File: src/rtl/mem_bus_arbiter_if.sv
// mem_bus_arbiter_if: bundle of the two requester ports and the memory
// controller port around mem_bus_arbiter.
//   m0_* / m1_* : req/we/addr/wdata in, gnt/rvalid/rdata out (per requester)
//   mc_*        : addr/wdata/we toward the memory controller, rdata back
// modport slave  : the arbiter's view (serves requesters, drives the mc port)
// modport master : the environment's view (requesters plus memory controller)
interface mem_bus_arbiter_if #(
  parameter int WIDTH  = 32,
  parameter int ADDR_W = 16
);
  logic              m0_req, m0_we, m0_gnt, m0_rvalid;
  logic [ADDR_W-1:0] m0_addr;
  logic [WIDTH-1:0]  m0_wdata, m0_rdata;
  logic              m1_req, m1_we, m1_gnt, m1_rvalid;
  logic [ADDR_W-1:0] m1_addr;
  logic [WIDTH-1:0]  m1_wdata, m1_rdata;
  logic [ADDR_W-1:0] mc_addr;
  logic [WIDTH-1:0]  mc_wdata, mc_rdata;
  logic              mc_we;

  modport slave (
    input  m0_req, m0_we, m0_addr, m0_wdata,
    output m0_gnt, m0_rvalid, m0_rdata,
    input  m1_req, m1_we, m1_addr, m1_wdata,
    output m1_gnt, m1_rvalid, m1_rdata,
    output mc_addr, mc_wdata, mc_we,
    input  mc_rdata
  );

  modport master (
    output m0_req, m0_we, m0_addr, m0_wdata,
    input  m0_gnt, m0_rvalid, m0_rdata,
    output m1_req, m1_we, m1_addr, m1_wdata,
    input  m1_gnt, m1_rvalid, m1_rdata,
    input  mc_addr, mc_wdata, mc_we,
    output mc_rdata
  );
endinterface

File: src/rtl/mem_bus_arbiter.sv
// mem_bus_arbiter: round-robin share of one memory-controller port between
// requester 0 (CPU load/store) and requester 1 (DMA / VGA refresh).
// One transaction at a time: IDLE (sample reqs) -> ACCESS (gnt, mc_* valid)
// -> RDWAIT (reads only, READ_LAT cycles) -> IDLE.
//   clk     : system clock, rising edge
//   reset_n : asynchronous active-low reset
//   bus     : requester and memory-controller signals (slave modport)
module mem_bus_arbiter #(
  parameter int WIDTH    = 32,
  parameter int ADDR_W   = 16,
  parameter int READ_LAT = 1    // 1..4
) (
  input  logic             clk,
  input  logic             reset_n,
  mem_bus_arbiter_if.slave bus
);

  typedef enum logic [1:0] {IDLE, ACCESS, RDWAIT} state_t;

  state_t                  state, state_nxt;
  logic                    owner, last_owner, we_q;
  logic [2:0]              cnt;
  logic [ADDR_W-1:0]       addr_q;
  logic [WIDTH-1:0]        wdata_q;
  logic [1:0][WIDTH-1:0]   rdata_q;
  logic [1:0]              req, gnt, rvalid;
  logic                    take, win;

  assign req = {bus.m1_req, bus.m0_req};

  always_comb begin
    state_nxt = state;
    take      = 1'b0;
    win       = 1'b0;
    gnt       = '0;
    rvalid    = '0;
    case (state)
      IDLE: begin
        if (|req) begin
          take      = 1'b1;
          // on a tie the requester that did not go last wins
          win       = (req == 2'b11) ? ~last_owner : req[1];
          state_nxt = ACCESS;
        end
      end
      ACCESS: begin
        gnt[owner] = 1'b1;
        state_nxt  = we_q ? IDLE : RDWAIT;
      end
      RDWAIT: begin
        if (cnt == 3'd1) begin
          rvalid[owner] = 1'b1;
          state_nxt     = IDLE;
        end
      end
      default: state_nxt = IDLE;
    endcase
  end

  always_ff @(posedge clk or negedge reset_n) begin
    if (!reset_n) begin
      state      <= IDLE;
      owner      <= 1'b0;
      last_owner <= 1'b1;
      we_q       <= 1'b0;
      cnt        <= '0;
      addr_q     <= '0;
      wdata_q    <= '0;
      rdata_q    <= '0;
    end else begin
      state <= state_nxt;
      if (take) begin
        owner   <= win;
        we_q    <= win ? bus.m1_we    : bus.m0_we;
        addr_q  <= win ? bus.m1_addr  : bus.m0_addr;
        wdata_q <= win ? bus.m1_wdata : bus.m0_wdata;
      end
      if (state == ACCESS) begin
        last_owner <= owner;
        if (!we_q) cnt <= 3'(READ_LAT);
      end else if (state == RDWAIT) begin
        cnt <= cnt - 3'd1;
      end
      if (rvalid[0]) rdata_q[0] <= bus.mc_rdata;
      if (rvalid[1]) rdata_q[1] <= bus.mc_rdata;
    end
  end

  // mc_addr/mc_wdata hold between transactions; mc_we only in a write ACCESS
  assign bus.mc_addr   = addr_q;
  assign bus.mc_wdata  = wdata_q;
  assign bus.mc_we     = (state == ACCESS) && we_q;

  assign bus.m0_gnt    = gnt[0];
  assign bus.m1_gnt    = gnt[1];
  assign bus.m0_rvalid = rvalid[0];
  assign bus.m1_rvalid = rvalid[1];
  // read data passes straight through in the rvalid cycle, then holds
  assign bus.m0_rdata  = rvalid[0] ? bus.mc_rdata : rdata_q[0];
  assign bus.m1_rdata  = rvalid[1] ? bus.mc_rdata : rdata_q[1];

endmodule

File: src/flat_wrapper.sv
// flat-port wrapper written by rule: the top's interface ports become plain ports
module mem_bus_arbiter_flat 
#(
  parameter int WIDTH    = 32,
  parameter int ADDR_W   = 16,
  parameter int READ_LAT = 1           
)
  (clk, reset_n, bus_m0_req, bus_m0_we, bus_m0_addr, bus_m0_wdata, bus_m0_gnt, bus_m0_rvalid, bus_m0_rdata, bus_m1_req, bus_m1_we, bus_m1_addr, bus_m1_wdata, bus_m1_gnt, bus_m1_rvalid, bus_m1_rdata, bus_mc_addr, bus_mc_wdata, bus_mc_we, bus_mc_rdata);
  mem_bus_arbiter_if #(.WIDTH(WIDTH), .ADDR_W(ADDR_W)) bus_i ();
  input  logic clk;
  input  logic reset_n;
  input wire logic [$bits(bus_i.m0_req)-1:0] bus_m0_req;
  input wire logic [$bits(bus_i.m0_we)-1:0] bus_m0_we;
  input wire logic [$bits(bus_i.m0_addr)-1:0] bus_m0_addr;
  input wire logic [$bits(bus_i.m0_wdata)-1:0] bus_m0_wdata;
  output wire logic [$bits(bus_i.m0_gnt)-1:0] bus_m0_gnt;
  output wire logic [$bits(bus_i.m0_rvalid)-1:0] bus_m0_rvalid;
  output wire logic [$bits(bus_i.m0_rdata)-1:0] bus_m0_rdata;
  input wire logic [$bits(bus_i.m1_req)-1:0] bus_m1_req;
  input wire logic [$bits(bus_i.m1_we)-1:0] bus_m1_we;
  input wire logic [$bits(bus_i.m1_addr)-1:0] bus_m1_addr;
  input wire logic [$bits(bus_i.m1_wdata)-1:0] bus_m1_wdata;
  output wire logic [$bits(bus_i.m1_gnt)-1:0] bus_m1_gnt;
  output wire logic [$bits(bus_i.m1_rvalid)-1:0] bus_m1_rvalid;
  output wire logic [$bits(bus_i.m1_rdata)-1:0] bus_m1_rdata;
  output wire logic [$bits(bus_i.mc_addr)-1:0] bus_mc_addr;
  output wire logic [$bits(bus_i.mc_wdata)-1:0] bus_mc_wdata;
  output wire logic [$bits(bus_i.mc_we)-1:0] bus_mc_we;
  input wire logic [$bits(bus_i.mc_rdata)-1:0] bus_mc_rdata;
  assign bus_i.m0_req = bus_m0_req;
  assign bus_i.m0_we = bus_m0_we;
  assign bus_i.m0_addr = bus_m0_addr;
  assign bus_i.m0_wdata = bus_m0_wdata;
  assign bus_m0_gnt = bus_i.m0_gnt;
  assign bus_m0_rvalid = bus_i.m0_rvalid;
  assign bus_m0_rdata = bus_i.m0_rdata;
  assign bus_i.m1_req = bus_m1_req;
  assign bus_i.m1_we = bus_m1_we;
  assign bus_i.m1_addr = bus_m1_addr;
  assign bus_i.m1_wdata = bus_m1_wdata;
  assign bus_m1_gnt = bus_i.m1_gnt;
  assign bus_m1_rvalid = bus_i.m1_rvalid;
  assign bus_m1_rdata = bus_i.m1_rdata;
  assign bus_mc_addr = bus_i.mc_addr;
  assign bus_mc_wdata = bus_i.mc_wdata;
  assign bus_mc_we = bus_i.mc_we;
  assign bus_i.mc_rdata = bus_mc_rdata;
  mem_bus_arbiter #(.WIDTH(WIDTH), .ADDR_W(ADDR_W), .READ_LAT(READ_LAT)) u_core (.clk(clk), .reset_n(reset_n), .bus(bus_i));
endmodule
File: config.mk
export PLATFORM = sky130hd
export DESIGN_NAME = mem_bus_arbiter_flat
export DESIGN_NICKNAME = d
export VERILOG_FILES = /design/src/rtl/mem_bus_arbiter_if.sv /design/src/rtl/mem_bus_arbiter.sv /design/src/flat_wrapper.sv
export SDC_FILE = /design/constraint.sdc
export NUM_CORES = 1
export LEC_CHECK = 0
export BUFFER_PORTS_ARGS = -buffer_cell sky130_fd_sc_hd__buf_2
export CORE_MARGIN = 3
export CORE_UTILIZATION = 51
export DETAILED_ROUTE_END_ITERATION = 8
export GPL_ROUTABILITY_DRIVEN = 0
export PLACE_DENSITY_LB_ADDON = 0.15
export SLEW_MARGIN = 40
export SYNTH_ARGS = -nofsm -noshare
export SYNTH_HDL_FRONTEND = slang
export SYNTH_SLANG_ARGS = --single-unit
File: constraint.sdc
create_clock -name clk -period 4 [get_ports clk]
set_input_delay 0.8 -clock clk [delete_from_list [all_inputs] [get_ports clk]]
set_output_delay 0.8 -clock clk [all_outputs]
set_load 0.02 [all_outputs]
==> results of run 1 <==
-- worst max path at each step --
stage,start,to
6_report,u_core.cnt[1],bus_m0_rdata[31]
5_1_grt,u_core.cnt[1],bus_m0_rdata[31]
4_1_cts,u_core.cnt[1],bus_m1_rdata[25]
3_5_place_dp,u_core.cnt[1],bus_m1_rdata[5]
3_3_place_gp,u_core.cnt[1],bus_m1_rdata[15]
2_1_floorplan,u_core.cnt[1],bus_m0_rdata[22]
-- per-layer routing --
metal	wire [um]	GRT usage, %	share of wire (%)
met5	0	0	0
met2	7330	40.8	48
met1	6210	31.2	41
met3	1310	8.22	8.7
met4	280	7.57	1.9
-- state kept, by name, summed over array words and instances (netlist names) --
name and cells:
u_core.last_owner 1, u_core.we_q 1, u_core.state 2, u_core.rdata_q 64, u_core.owner 1, u_core.bus.mc_addr 16
u_core.bus.mc_wdata 32, u_core.cnt 3
-- cell type report --
type	count	area [um^2]
Fill cell	803	3050
Multi-Input combinational cell	238	2020
Tap cell	136	170
Sequential cell	120	3000
Timing Repair Buffer	259	1320
Inverter	55	208
Clock buffer	24	480
Clock inverter	8	120
-- through the flow --
stage,cells,worst slack [ns]
5_1_grt,840,0.345
6_report,840,0.518
4_1_cts,840,0.384
3_3_place_gp,808,1.09
2_1_floorplan,460,1.61
3_5_place_dp,808,0.925
-- cell usage in the layout (no fill, tap or decap), drive strengths merged --
master    instances
a21o              1
a21oi             3
a221oi            1
a311oi            1
and2              1
and3              1
and3b             1
buf             259
bufinv            3
clkbuf           24
clkinv            4
clkinvlp          2
dfrtp           119
dfstp             1
ha                2
inv              54
mux2             65
nand2             3
nand2b            1
nand3            50
nand4            49
nor2              2
nor2b             2
nor3              2
o21ai             1
o221ai           49
or2               2
xnor2             1
-- report_power, final --
part           leakage (nW)  internal (W)  total [W]  switching [W]
Combinational          1.96       0.00122    0.00321        0.00198
Clock                 0.291       0.00101    0.00153       0.000517
Sequential             1.43       0.00184    0.00211       0.000277
-- worst max-delay path, cell delays in order (launching register included) --
cell and delay, ns:
dfrtp_1 0.38, inv_1 0.10, ha_1 0.14, nor2b_1 0.27
and3b_2 0.22, buf_4 0.47, mux2_2 0.41, buf_2 0.16
-- logic make-up after synthesis --
group           Yosys count  synth area share, %
compound gates           56                 8.70
xor+xnor                  1                0.161
fa+ha+maj                 2                0.459
buf+inv                 102                 8.19
flops                   120                 55.1
mux                      65                 15.4
simple gates            114                 12.0
==> impl_results.md, run 1 <==
- Final instance area: 7320 um^2
- Post-CTS setup buffers: 0
- Die ar.: 12000 um^2
- Setup_tns: 0 ns
- Reg2reg end: u_core.bus.mc_addr[13]
- Static leakage: 3.68 nW
- Clk Latency, worst-skew pair: 0.51 ns
- DIE WIDTH: 109 um
- Final hold slack: 0.232 ns
- Crit path max fanout: 33
- # setup viols final: 0
- Worst slew pin tran: 0.730 ns
- Synth top area share: 54.6%
- Share of cells above drive strength 1: 51.1%
- Placed Instance Area: 6710 um^2
- Final ANT Viol Nets: 0
- # DRC: 0
- Netlist cell types: 32
- RSZ-0062 raised after global routing: false
- Peak supply drop: 457 uV
- Largest net degree at the start of global routing: 68
- Starting density of the core: 52.6%
- CTS tree: yes
- FF-to-FF path depth: 4
- Resize count post-CTS: 0
- Setup crit end kind: primary output
- Max Freq: 287 MHz
- Most used standard cell by instance count after synthesis: dfrtp_1
- Initial antenna violation count: 0
- Synth cell count leaders: dfrtp_1, inv_1, nand3_1, nand4_1, o221ai_1
- Syn Area/Cell: 11.9 um^2
- HP Class: in -> async
- Longest Clk Path Bufs: 2
- Synth-to-layout area growth: 34.2%
- IO Pins: 251
- #FFs+latches synth: 120
- Area leader, netlist: dfrtp_1
- Reg2Reg Setup Slack: 1.58 ns
- Die height: 109 um
- Status: finished, final reports clean
- Post-Syn Nets: 596
- Syn. warnings: 0
- Mapped Cells: 460
- Total gr overflow: 0
- Clock transition at the registers of the reported paths: 0.05 ns
- Drt pass-1 iters: 4
- TritonCTS buffer count: 17
- Total Routing Usage GR: 24.8%
- Reg2Reg Launch Point: u_core.state[1]
- Vias in the first global route: 4474
- Number of port buffers: 250
- Post-synth EDFFs: 0
- DPL Wire Length: 10.6 mm
- Row Count: 37
- Pwr Density: 936 nW/um^2
- Power, Total: 0.00685 W
- Critical path data arrival time: 2.68 ns
- Root buffer cell: clkbuf_8
- CORE AREA: 10400 um^2
- Mapped Area: 5450 um^2
- Tcrit/Tclk final: 87.1%
- Register area share after synthesis: 55.1%
- DR vias: 4620
- Routed WL: 15.1 mm
- Vias per cell: 5.50
- Crit path launch type: flip-flop
- Critical path class: reg -> out
- Synth top area cells: dfrtp_1, mux2_4, o221ai_1, mux2_2, nand4_1
- First-pass GRT wire length: 22.9 mm
- Most used DFF post-synth: dfrtp_1
- H-tree depth: 4
- Clk_skew: 0.0108 ns
- Ys async rst share: 100%
- Max_cap viols: 0
- Min cycle time layout: 3.48 ns
- Max_slew headroom: 51.3%
- Final Util: 70.6%
- Final hold violation count: 0
- Clk sinks: 120
- Iter 0 DRT Violations: 321
- ANT cells: 0
- Nets: 827
- WP data required: 3.20 ns
- Pins Over Slew Limit: 0
- CTS Hold Bufs: 0
- Avg WL per Cell: 18.0 um
(Power assumes the default switching activity.)
==> run 2, diff against run 1 <==
--- a/config.mk
+++ b/config.mk
@@ -11,6 +11,7 @@
 export DETAILED_ROUTE_END_ITERATION = 8
 export GPL_ROUTABILITY_DRIVEN = 0
 export PLACE_DENSITY_LB_ADDON = 0.15
+export RECOVER_POWER = 100
 export SLEW_MARGIN = 40
 export SYNTH_ARGS = -nofsm -noshare
 export SYNTH_HDL_FRONTEND = slang
==> run 2 against run 1 <==
Net effect: the flow now finishes with violations (capacitance limit, slew limit); non-clock buffer count unchanged; largest power group unchanged; clock skew about the same; routed wire length shrank 0.20%; global-route usage stayed put; hold slack improved by 0.24 ns; critical path type unchanged; first-iteration DRC count fell by 9.3%; total power down 5.0%.
==> impl_results.md, run 2 (synthesized netlist as in run 1, its figures left out) <==
- Clk sinks: 120
- Root buffer cell: clkbuf_8
- Nets: 827
- Final hold violation count: 0
- Vias per cell: 5.47
- Longest Clk Path Bufs: 2
- Pwr Density: 925 nW/um^2
- Worst Path Buf+Inv: 2
- Total gr overflow: 0
- Total Routing Usage GR: 24.8%
- Tcrit/Tclk final: 87.3%
- Failing checks: capacitance limit, slew limit
- Max Freq: 286 MHz
- H-tree depth: 4
- Biggest register: u_core.rdata_q
- Vias in the first global route: 4474
- Min cycle time layout: 3.49 ns
- First-pass GRT wire length: 22.9 mm
- DIE WIDTH: 109 um
- Met3 usage: 8.22%
- Commonest non-fill, non-tap cell in the layout: buf_2
- Status: finished, violations left
- Reg2Reg Setup Slack: 0.63 ns
- WP data required: 3.20 ns
- Grt met1 use: 31.2%
- Post-CTS setup buffers: 0
- Initial antenna violation count: 0
- Crit path launch type: flip-flop
- CP Cell Sequence: nor2b_1, and3b_2, buf_4, mux2_1, clkbuf_1
- Largest net degree at the start of global routing: 68
- Reg2Reg Launch Point: u_core.state[1]
- Final Util: 67.8%
- Resize count post-CTS: 0
- Reg2reg end: u_core.bus.mc_addr[13]
- Pins Over Slew Limit: 135
- Number of port buffers: 250
- Hold EP: u_core.rdata_q[23]
- DR vias: 4598
- Hold depth: 1
- Routed WL: 15.1 mm
- TritonCTS buffer count: 17
- Power, Total: 0.00651 W
- Met2 usage: 40.8%
- CTS Hold Bufs: 0
- Share of cells above drive strength 1: 27.4%
- CTS tree: yes
- Peak supply drop: 442 uV
- Static leakage: 3.25 nW
- CP max-delay cell: nor2b_1
- CORE AREA: 10400 um^2
- Synth-to-layout area growth: 29.0%
- Crit path max fanout: 33
- Clk Latency, worst-skew pair: 0.51 ns
- DPL Wire Length: 10.6 mm
- Most frequent cells in the layout: buf_2, clkbuf_1, dfrtp_1
- HP Class: reg -> reg
- # DRC: 0
- Max_slew headroom: -31.2%
- Crit-path max cell delay: 0.48 ns
- Final ANT Viol Nets: 0
- # setup viols final: 0
- Busiest layer in global routing: met2
- CP top delay family: simple AND/OR/NAND/NOR gates
- Setup crit end kind: primary output
- Die height: 109 um
- FF-to-FF path depth: 4
- Clock transition at the registers of the reported paths: 0.05 ns
- Avg WL per Cell: 18.0 um
- HP Start: u_core.rdata_q[23]
- Setup_tns: 0 ns
- Row Count: 37
- Drt pass-1 iters: 4
- RSZ-0062 raised after global routing: false
- Critical path data arrival time: 2.69 ns
- Iter 0 DRT Violations: 291
- Critical path class: reg -> out
- Max reg flops: 64
- Max_cap viols: 4
- Die ar.: 12000 um^2
- Clk_skew: 0.0112 ns
- ANT cells: 0
- Worst slew pin tran: 1.96 ns
- Starting density of the core: 52.6%
- IO Pins: 251
==> run 2: changes by cell type in the layout (fill, tap and decap cells not counted) <==
| cell | previous run | this run |
|---|---|---|
| buf_2 | 249 | 133 |
| buf_4 | 10 | 6 |
| clkbuf_1 | 3 | 123 |
| clkinv_2 | 4 | 3 |
| inv_2 | 0 | 1 |
| mux2_1 | 0 | 45 |
| mux2_2 | 36 | 20 |
| mux2_4 | 29 | 0 |
| nor2_1 | 1 | 2 |
| nor2_4 | 1 | 0 |
| nor2b_1 | 1 | 2 |
| nor2b_4 | 1 | 0 |
==> run 2: where the power goes <==
part / switching [W] / leakage (nW) / total, W / internal, W
combinational: 0.00199 / 1.53 / 0.00288 / 0.000888
sequential: 0.000266 / 1.43 / 0.00210 / 0.00184
clock: 0.000517 / 0.291 / 0.00153 / 0.00101
total: 0.00277 / 3.25 / 0.00651 / 0.00374
==> run 2: area by class of cell <==
cell class | count | area [um^2]
Fill cell | 907 | 3340
Sequential cell | 120 | 3000
Multi-Input combinational cell | 238 | 1890
Inverter | 55 | 206
Clock inverter | 8 | 120
Tap cell | 136 | 170
Clock buffer | 24 | 480
Timing Repair Buffer | 259 | 1160
==> run 2: worst max-delay path by stage <==
stage                          from                  to  depth (start not counted)
detailed placement    u_core.cnt[1]     bus_m1_rdata[5]                          6
finish              u_core.state[1]    bus_m0_rdata[17]                          5
floorplan             u_core.cnt[1]    bus_m0_rdata[22]                          7
global route                reset_n  u_core.rdata_q[12]                          2
CTS                   u_core.cnt[1]    bus_m1_rdata[25]                          6
global placement      u_core.cnt[1]    bus_m1_rdata[15]                          6
==> run 2: metal layers <==
| metal | wire (um) | up-vias | part of all wire, % |
|---|---|---|---|
| li1 | - | 2153 | - |
| met1 | 6310 | 2208 | 42 |
| met5 | 0 | - | 0 |
| met2 | 7310 | 214 | 48 |
| met4 | 270 | 0 | 1.8 |
| met3 | 1210 | 23 | 8.0 |
==> run 2: stage by stage <==
stage	setup WS (ns)	hold slack (ns)	instance area, um^2	instances
5_1_grt	0.234	0.503	7030	840
6_report	0.508	0.476	7030	840
2_1_floorplan	1.61	0.487	5450	460
3_5_place_dp	0.925	0.479	6710	808
4_1_cts	0.384	0.228	7310	840
3_3_place_gp	1.09	0.474	6710	808
==> run 3, diff against run 2 <==
==> constraint.sdc (replaced) <==
create_clock -name clk -period 4.2 [get_ports clk]
set_input_delay 0.84 -clock clk [delete_from_list [all_inputs] [get_ports clk]]
set_output_delay 0.84 -clock clk [all_outputs]
set_load 0.02 [all_outputs]
==> run 3 against run 2 <==
Net effect: hold slack improved by 0.0091 ns; via count increased by 2.2%; register-to-register slack improved by 0.09 ns; design area about the same; flip-flop and latch count unchanged; total power is 4.4% lower; routed wire length rose by 4.3%; global-route usage rose by 1.8 points; utilization is essentially flat; the flow still finishes with violations (capacitance limit, slew limit); sequential power shrank 4%; setup slack lost 0.067 ns; largest power group unchanged; first-iteration DRC count is 21% higher; critical path type unchanged.
==> impl_results.md, run 3 (synthesized netlist as in run 1, its figures left out) <==
- Static leakage: 3.26 nW
- Largest net degree at the start of global routing: 79
- Hold depth: 1
- Crit-path max cell delay: 0.58 ns
- Clock transition at the registers of the reported paths: 0.05 ns
- Row Count: 37
- CORE AREA: 10400 um^2
- Worst Path Buf+Inv: 2
- # DRC: 0
- Critical path data arrival time: 2.92 ns
- Clock share of power: 23.3%
- Switching Fraction: 42.7%
- Critical path class: reg -> out
- Drt pass-1 iters: 4
- Clk_skew: 0.00652 ns
- Total gr overflow: 0
- Total Routing Usage GR: 26.6%
- Pins Over Slew Limit: 114
- Tcrit/Tclk final: 89.5%
- Starting density of the core: 52.6%
- HP Class: reg -> reg
- IO Pins: 251
- Final ANT Viol Nets: 0
- Clk Latency, worst-skew pair: 0.51 ns
- Place WS: 0.952 ns
- Root buffer cell: clkbuf_8
- DIE WIDTH: 109 um
- Crit path max fanout: 27
- Max reg flops: 64
- Reg2Reg Launch Point: u_core.state[1]
- Avg WL per Cell: 18.7 um
- Biggest register: u_core.rdata_q
- Sw Pwr: 0.00266 W
- HP Start: u_core.rdata_q[40]
- Max_cap viols: 2
- Final Worst Setup Slack: 0.441 ns
- Max Freq: 266 MHz
- Placed Instance Area: 6720 um^2
- Final instance area: 7040 um^2
- First-pass GRT wire length: 24.3 mm
- Nets: 828
- Die ar.: 12000 um^2
- Setup crit end kind: primary output
- Post-CTS setup buffers: 0
- CP top delay family: simple AND/OR/NAND/NOR gates
- Combinational Power Share: 44.4%
- Reg2reg end: u_core.bus.mc_wdata[19]
- Most frequent cells in the layout: buf_2, clkbuf_1, dfrtp_1
- P_int: 0.00357 W
- Routed WL: 15.8 mm
- Final hold violation count: 0
- Resize count post-CTS: 0
- Critical Path Most Common Cell: clkbuf_1
- Max_slew headroom: -37.3%
- Failing checks: capacitance limit, slew limit
- WP data required: 3.36 ns
- Vias in the first global route: 4737
- Min cycle time layout: 3.76 ns
- # setup viols final: 0
- Share of cells above drive strength 1: 26.7%
- Longest Clk Path Bufs: 2
- Iter 0 DRT Violations: 352
- Clk sinks: 120
- Die height: 109 um
- Pwr Density: 885 nW/um^2
- Status: finished, violations left
- Hold EP: u_core.rdata_q[40]
- Peak supply drop: 451 uV
- Reg power frac: 32.2%
- RSZ-0062 raised after global routing: false
- Worst slew pin tran: 2.05 ns
- CP Cell Sequence: nor2b_1, and3b_4, clkbuf_1, mux2_1, clkbuf_1
- Number of port buffers: 250
- Initial antenna violation count: 0
- H-tree depth: 4
- ANT cells: 0
- CTS tree: yes
- TritonCTS buffer count: 17
- Commonest non-fill, non-tap cell in the layout: buf_2
- DPL Wire Length: 10.7 mm
- CP max-delay cell: and3b_4
- Vias per cell: 5.59
- FF-to-FF path depth: 4
- CTS Hold Bufs: 0
- Crit path launch type: flip-flop
- Synth-to-layout area growth: 29.0%
- Reg2Reg Setup Slack: 0.72 ns
- DR vias: 4699
- Setup_tns: 0 ns
[run 3: per-stage QoR]
| step | cells | power (W) | util [%] | hold slack, ns |
|---|---|---|---|---|
| 2_1_floorplan | 460 | 0.00413 | - | 0.487 |
| 5_1_grt | 841 | 0.00662 | 67.8 | 0.497 |
| 4_1_cts | 841 | 0.00660 | 70.6 | 0.367 |
| 3_5_place_dp | 809 | 0.00510 | 64.8 | 0.478 |
| 6_report | 841 | 0.00623 | 67.8 | 0.485 |
| 3_3_place_gp | 809 | 0.00498 | 64.8 | 0.474 |
[run 3: layout make-up]
| type | instances | area (um^2) |
|---|---|---|
| sequential | 120 | 3000 |
| multi-input combinational | 238 | 1890 |
| timing repair buffer | 260 | 1170 |
| inverter | 55 | 206 |
| clock inverter | 10 | 150 |
| tap | 136 | 170 |
| clock buffer | 22 | 443 |
| fill | 923 | 3330 |
[run 3: worst max path at each step]
stage,end,start,cells past startpoint
2_1_floorplan,bus_m0_rdata[22],u_core.cnt[1],7
3_3_place_gp,bus_m0_rdata[4],u_core.cnt[1],7
3_5_place_dp,bus_m0_rdata[4],u_core.cnt[1],7
4_1_cts,bus_m0_rdata[7],u_core.cnt[1],7
5_1_grt,bus_m0_rdata[11],u_core.state[1],5
6_report,bus_m0_rdata[11],u_core.state[1],5
[run 3: worst reg2reg max path, delay by kind of cell (launching register included)]
family          cells  cell delay, ns
compound gates      1            0.24
flops               1            0.44
buf+inv             1            0.48
simple gates        2            2.15
[run 3: power groups by stage]
stage	registers, W	clock network [W]	logic [W]
after CTS	0.00202	0.00148	0.00310
after detailed placement	0.00201	0	0.00309
after global placement	0.00200	0	0.00299
after floorplan	0.00225	0	0.00188
final	0.00201	0.00145	0.00277
after global routing	0.00208	0.00153	0.00301
[run 3: per-layer routing]
metal / wire length, um / global-route usage [%] / share of wire [%] / vias up
li1: - / - / - / 2142
met1: 6190 / 34.1 / 39 / 2304
met2: 7900 / 42.2 / 50 / 225
met3: 1340 / 7.46 / 8.5 / 28
met4: 325 / 11.8 / 2.1 / 0
met5: 0 / 0 / 0 / -
